--- src/rtl/vram_arb.sv ---
// -----------------------------------------------------------------------------
// vram_arb -- single-port VRAM arbiter shared by a CPU and a video fetch unit.
//
// One RAM access may be granted per clock. Video wins while VBL=0, CPU wins
// while VBL=1. A bounded video burst keeps a waiting CPU from starving. The
// RAM is synchronous-read. A grant at edge k drives RAM_A/RAM_D/RAM_WE during
// the following cycle, and the RAM data is returned one cycle after that.
//
// Ports
//   CLK, RES            clock, synchronous active-high reset
//   VBL                 vertical blank (1 = CPU priority, 0 = video priority)
//   CPU_CS              CPU address decodes to VRAM
//   CPU_RDB, CPU_WRB    CPU read/write strobes, active-low
//   CPU_A, CPU_DI       CPU address / write data
//   CPU_DO              CPU read data, held until the next read completes
//   WAITB               CPU wait, active-low (combinational)
//   VID_REQ, VID_A      video fetch request (level) and address
//   VID_ACK             one-cycle pulse: video address issued to RAM
//   VID_VALID, VID_DO   one-cycle pulse with the fetched video byte
//   RAM_A, RAM_D        registered RAM address / write data
//   RAM_WE              registered RAM write enable, active-high
//   RAM_Q               RAM read data, one cycle after RAM_A
// -----------------------------------------------------------------------------
module vram_arb #(
  parameter int AW            = 10,
  parameter int MAX_VID_BURST = 4
) (
  input  logic          CLK,
  input  logic          RES,
  input  logic          VBL,
  input  logic          CPU_CS,
  input  logic          CPU_RDB,
  input  logic          CPU_WRB,
  input  logic [AW-1:0] CPU_A,
  input  logic [7:0]    CPU_DI,
  output logic [7:0]    CPU_DO,
  output logic          WAITB,
  input  logic          VID_REQ,
  input  logic [AW-1:0] VID_A,
  output logic          VID_ACK,
  output logic          VID_VALID,
  output logic [7:0]    VID_DO,
  output logic [AW-1:0] RAM_A,
  output logic [7:0]    RAM_D,
  output logic          RAM_WE,
  input  logic [7:0]    RAM_Q
);

  localparam int CW = (MAX_VID_BURST < 2) ? 1 : $clog2(MAX_VID_BURST + 1);
  localparam logic [CW-1:0] BURST_MAX = CW'(MAX_VID_BURST);

  typedef enum logic [1:0] {
    GNT_NONE,
    GNT_CPU,
    GNT_VID
  } gnt_e;

  gnt_e          gnt;
  logic          strobe, cpu_sel, cpu_wr, cpu_pend, cpu_req;
  logic          cpu_done;
  logic          p1_cpu, p1_rd, p2_cpu, p2_rd;  // CPU access pipeline stages
  logic [CW-1:0] burst_cnt;
  logic [AW-1:0] ram_a_q;
  logic [7:0]    ram_d_q, cpu_do_q;
  logic          ram_we_q, vid_ack_q, vid_valid_q;

  assign strobe   = ~CPU_RDB | ~CPU_WRB;
  assign cpu_sel  = CPU_CS & strobe;
  assign cpu_wr   = ~CPU_WRB;              // both strobes low counts as a write
  assign cpu_pend = cpu_sel & ~cpu_done;
  // cpu_done only rises at completion, so an access already in the pipeline
  // must be masked here or the same strobe would be granted again.
  assign cpu_req  = cpu_pend & ~p1_cpu & ~p2_cpu;

  always_comb begin
    // NOTE: default first so every path assigns gnt and no latch is inferred.
    gnt = GNT_NONE;
    if (cpu_req && VID_REQ) begin
      gnt = (VBL || burst_cnt == BURST_MAX) ? GNT_CPU : GNT_VID;
    end else if (cpu_req) begin
      gnt = GNT_CPU;
    end else if (VID_REQ) begin
      gnt = GNT_VID;
    end
  end

  // NOTE: state is updated with non-blocking assignments so every register
  // samples pre-edge values regardless of statement order.
  always_ff @(posedge CLK) begin
    if (RES) begin
      ram_a_q     <= '0;
      ram_d_q     <= '0;
      ram_we_q    <= 1'b0;
      vid_ack_q   <= 1'b0;
      vid_valid_q <= 1'b0;
      cpu_do_q    <= '0;
      cpu_done    <= 1'b0;
      p1_cpu      <= 1'b0;
      p1_rd       <= 1'b0;
      p2_cpu      <= 1'b0;
      p2_rd       <= 1'b0;
      burst_cnt   <= '0;
    end else begin
      ram_we_q  <= 1'b0;
      vid_ack_q <= 1'b0;
      unique case (gnt)
        GNT_CPU: begin
          ram_a_q  <= CPU_A;
          ram_we_q <= cpu_wr;
          if (cpu_wr) ram_d_q <= CPU_DI;
        end
        GNT_VID: begin
          ram_a_q   <= VID_A;
          vid_ack_q <= 1'b1;
        end
        default: ;  // idle: RAM_A and RAM_D hold
      endcase

      p1_cpu      <= (gnt == GNT_CPU);
      p1_rd       <= (gnt == GNT_CPU) && !cpu_wr;
      p2_cpu      <= p1_cpu;
      p2_rd       <= p1_rd;
      vid_valid_q <= vid_ack_q;

      if (p2_rd) cpu_do_q <= RAM_Q;

      // An abandoned strobe still finishes its RAM access but must not leave
      // cpu_done set, or the next strobe would be swallowed.
      if (p2_cpu && cpu_sel) begin
        cpu_done <= 1'b1;
      end else if (CPU_RDB && CPU_WRB) begin
        cpu_done <= 1'b0;
      end

      if (gnt == GNT_CPU || !cpu_req) begin
        burst_cnt <= '0;
      end else if (gnt == GNT_VID && burst_cnt != BURST_MAX) begin
        burst_cnt <= burst_cnt + 1'b1;
      end
    end
  end

  assign RAM_A     = ram_a_q;
  assign RAM_D     = ram_d_q;
  // Gating with RES cancels a write whose enable cycle overlaps reset.
  assign RAM_WE    = ram_we_q & ~RES;
  assign VID_ACK   = vid_ack_q;
  assign VID_VALID = vid_valid_q;
  // RAM_Q is valid in the VID_VALID cycle, so it is passed straight through.
  assign VID_DO    = vid_valid_q ? RAM_Q : 8'h00;
  assign CPU_DO    = cpu_do_q;
  assign WAITB     = RES | ~cpu_pend;

endmodule

--- config.mk ---
export PLATFORM = sky130hd
export DESIGN_NAME = vram_arb
export DESIGN_NICKNAME = d
export VERILOG_FILES = /design/src/rtl/vram_arb.sv
export SDC_FILE = /design/constraint.sdc
export NUM_CORES = 1
export LEC_CHECK = 0
export CAP_MARGIN = 40
export CORE_ASPECT_RATIO = 0.8
export CORE_UTILIZATION = 42
export CTS_CLUSTER_SIZE = 24
export DETAILED_ROUTE_END_ITERATION = 10
export PLACE_DENSITY = 0.84
export SYNTH_ARGS = -nofsm -noshare
export SYNTH_HDL_FRONTEND = slang
export SYNTH_SLANG_ARGS = --single-unit
--- constraint.sdc ---
create_clock -name CLK -period 4.4 [get_ports CLK]
set_clock_uncertainty 0.15 [all_clocks]
set_input_delay 0.66 -clock CLK [delete_from_list [all_inputs] [get_ports CLK]]
set_output_delay 0.66 -clock CLK [all_outputs]
set_load 0.1 [all_outputs]
Word-level counts from Yosys, hierarchy flattened
Index checks and enable logic that the tools add are counted.
Word-level totals
  bits in registers: 37
  logic and storage cells: 54
  input bits: 43
  output and inout port bits: 38
Cells by class
  muxes and demuxes: 9
  eq/ne operators: 4
  bitwise operators: 15
  add/subtract/negate cells: 1
  reduce and logical (&&, ||, !) cells: 13
Operators with widths (count)
  10-bit case mux with 2 select lines: 1
  2-bit two-way mux: 4
  8-bit two-way mux: 1
  1-bit NOT: 8
  1-bit AND: 5
  1-bit logical AND: 5
  2-bit nonzero test: 2
  2-bit OR reduction: 2
  3-bit by 1-bit adder with 3-bit output (second input constant): 1
  3-bit == test (second input constant): 1
  1-bit two-way mux: 3
  3-bit inequality test (second input constant): 1
  2-bit by 1-bit == test with 1-bit output (second input constant): 1
  2-bit == test (second input constant): 1
  1-bit logical OR: 2
  1-bit bitwise OR: 2
  2-bit AND reduction: 1
  1-bit zero test: 1

Depth between registers and ports, before layout
  word-level depth: 11
  depth in mapped cells: 7

Worst setup path after synthesis
No wires, ideal clock.
  path kind: input-to-output
  start: input RES
  end: output RAM_WE
  path slack: 1.210 ns
  cell stages on the path: 3
  buffers on the path: 2
  arrival: 2.380 ns
  data required time: 3.590 ns
  cell sequence: clkbuf_1 -> clkbuf_1 -> nor2b_1
On the way
  word-level cells in the longest chain between the ends: 2
Ends and longest elaborated chain
  from (decl): RTL line 29  | input logic RES,
  1-bit NOT: RTL line 146  | assign RAM_WE = ram_we_q & ~RES;
  1-bit AND: RTL line 146
  to (decl): RTL line 45  | output logic RAM_WE,
No other way between the ends.

Worst setup path in the final report
  start: input RAM_Q[0]
  end: output VID_DO[0]
On the way
  word-level cells in the longest chain between the ends: 1
Ends and longest elaborated chain
  from (decl): RTL line 46  | input logic [7:0] RAM_Q
  8-bit two-way mux: RTL line 150  | assign VID_DO = vid_valid_q ? RAM_Q : 8'h00;
  to (decl): RTL line 42  | output logic [7:0] VID_DO,
No other way between the ends.

==> results.cfg <==
[cts]
postCtsSetupRepairBufs = 0
cts_tree = yes
htree_levels = 2
cts_resized = 0
cts.sinks = 37
cts_max_path_buffers = 2
cts-buffers-inserted = 5
clkTransAtPathRegs_ps = 70
hold_buffers = 0
worstSkewPairLatency_ps = 290
cts_root_buf = clkbuf_8

[power]
peakVddDrop_uv = 249.4
power_frac_clock_pct = 26.6
power.net_switching_mw = 0.3240
p_int_mw = 0.6057
pwr-share-comb_pct = 34.4
p_sw_share_pct = 34.85
seq_power_share_pct = 39.0
total_power_mw = 0.9297
leakagePower_nw = 1.187
power.density_nw_per_um2 = 308.6

[timing]
fmax_ghz = 0.3519
finalSetupTns_ps = 0
period_minus_slack_ps = 2842
setup_viol = 0
finalHoldViolations = 0
rsz0062_at_grt = false
slew_viol_final = 0
fin_crit_sh_pct = 64.58
relSlewSlack_pct = 56.75
worst_pin_slew_ps = 648.8

[floorplanning]
io_pins = 81
rows = 19
dieArea_um2 = 4062
core-area_um2 = 3542
dieWidth_um = 71.01
initial_core_util_pct = 45.18
die_h_um = 57.21

[final_layout]
diodes = 0
fin_nets = 320
syn_to_final_growth_pct = 88.27
drive_above_1_share_pct = 22.46

[placement]
dp_hpwl_um = 3855
routabilityCongestion = 0.8127
portBuffers = 80

[critical_path]
critPathLaunchType = primary input
slowest_stage = clkdlybuf4s50_1
critPathTopFamily = buffers and inverters
arrival_ps = 2030
critical_path_buf_inv_count = 3
crit_top_cell = clkdlybuf4s50_1
worstSetupPathType = in2out
crit_fanout = 2
path_depth = 4
max_stage_delay_ps = 520
critPathRequiredTime_ps = 3590
rr_worst_depth = 5
crit_chain = clkdlybuf4s50_1 -> and2_1 -> clkdlybuf4s50_1 -> buf_8
endpoint_kind = primary output

[drt]
wl_um = 4889
vias = 1616
via_per_inst = 5.082
firstDrtPassIters = 7
drc = 9
ant_nets = 0
wl_per_cell_um = 15.37
first_iter_violations = 81

[run_status]
violations = design-rule violations
status = finished with violations

[synthesis]
ys_warn_count = 0
synth_ff_type = dfxtp_1
synth_area_leaders = dfxtp_1 (46%), mux2i_1 (10%), a2111oi_2 (9.4%)
synth_most_common_cell = dfxtp_1
synth-async-reset-ratio_pct = 0
syn-instance-count = 162
synth_top_area_share_pct = 46.29
ys_seq_area_share_pct = 46.29
netlist_top_cells_count = dfxtp_1 (37), nor3_1 (21), nor2_1 (18), mux2i_1 (16), inv_1 (13)
syn-num-nets = 207
synth_edf_count = 0
yosys.area.top_type = dfxtp_1
avgSynthCellArea_um2 = 9.878
yosysUniqueCellTypes = 26
synthesis.area_um2 = 1600
ys_ff_latch = 37

[min_path]
hold_path.class = reg2reg
hold-path-cell-count = 1

[grt]
grt_max_degree = 22
antenna_found_initial = 0
grt_pass1_wl_um = 7817
grt_pass1_vias = 1652
grt-ovfl-total = 0
grtUsageTotal_pct = 25.48

[job]
maxCapViolations = 0
[per-stage QoR]
| step | hold WS (ps) | cell area [um^2] | setup WS [ps] | utilization [%] | std cells |
|---|---|---|---|---|---|
| floorplan | 263.8 | 1600 | 1210 | - | 162 |
| global placement | 267.6 | 2399 | 1228 | 67.71 | 275 |
| detailed placement | 315.6 | 2917 | 1318 | 82.34 | 310 |
| CTS | 325.6 | 3013 | 1553 | 85.06 | 318 |
| global route | 338.9 | 3013 | 1492 | 85.06 | 318 |
| finish | 322.3 | 3013 | 1558 | 85.06 | 318 |
[final timing paths]
path,startpoint,end,slack (ps)
setup / recovery,RAM_Q[0],VID_DO[0],1560
hold / removal,VID_ACK,VID_VALID,320
setup reg to reg,cpu_done,RAM_D[1],2080
hold reg to reg,VID_ACK,VID_VALID,320
[metal layers]
metal / global-route usage [%] / wire [um] / part of all wire [%] / vias to the layer above
met1: 29.32 / 2020 / 41 / 742
met2: 44.51 / 2406 / 49 / 79
met3: 7.774 / 355 / 7.3 / 11
li1: - / - / - / 784
met5: 0 / 0 / 0 / -
met4: 10.57 / 106 / 2.2 / 0
[flip-flops by register name, indices dropped and copies added, names as in the netlist]
signal and flops:
VID_ACK 1, ram_we_q 1, RAM_D 8, cpu_done 1, p2_cpu 1, burst_cnt 3
p2_rd 1, RAM_A 10, p1_rd 1, VID_VALID 1, CPU_DO 8, p1_cpu 1
[power by group through the flow]
stage	sequential (mW)	combinational [mW]	clock (mW)
floorplan	0.469	0.0828	0
global placement	0.369	0.263	0
detailed placement	0.369	0.320	0
CTS	0.362	0.321	0.252
global route	0.364	0.331	0.273
finish	0.362	0.320	0.247
[cell usage in the layout, fill, tap and decap left out]
master,netlist,routed
a2111oi_2,10,10
a211oi_1,1,1
a21o_1,1,1
a21oi_1,3,3
a21oi_4,1,1
a311oi_2,1,1
a31oi_1,1,1
and2_1,9,9
and3_1,1,1
and4b_1,1,1
buf_4,0,6
buf_8,0,34
clkbuf_8,0,6
clkdlybuf4s50_1,0,76
clkinv_2,0,1
clkinv_4,0,1
dfxtp_1,37,37
ha_1,2,2
inv_1,13,13
mux2i_1,16,16
nand2_1,3,3
nand3_1,2,2
nand3b_1,1,1
nor2_1,18,18
nor2b_1,7,7
nor3_1,21,21
nor4b_2,1,1
or4b_4,1,1
xnor2_1,1,1
[cell families (layout without fill, tap and decap cells)]
logic type / Yosys count / count (layout) / share of synthesized area (%)
compound gates: 18 / 18 / 13.60
mux: 16 / 16 / 10.01
xor+xnor: 1 / 1 / 0.5474
buf+inv: 23 / 137 / 6.333
fa+ha+maj: 2 / 2 / 1.563
flops: 37 / 37 / 46.29
simple gates: 65 / 65 / 21.66
[area by class of cell]
type,instances,area [um^2]
Clock buffer,6,82.58
Clock inverter,2,13.76
Fill cell,196,529.3
Inverter,13,48.80
Multi-Input combinational cell,102,758.2
Sequential cell,37,740.7
Tap cell,42,52.55
Timing Repair Buffer,116,1316
Power figures use the tool's default switching activity.
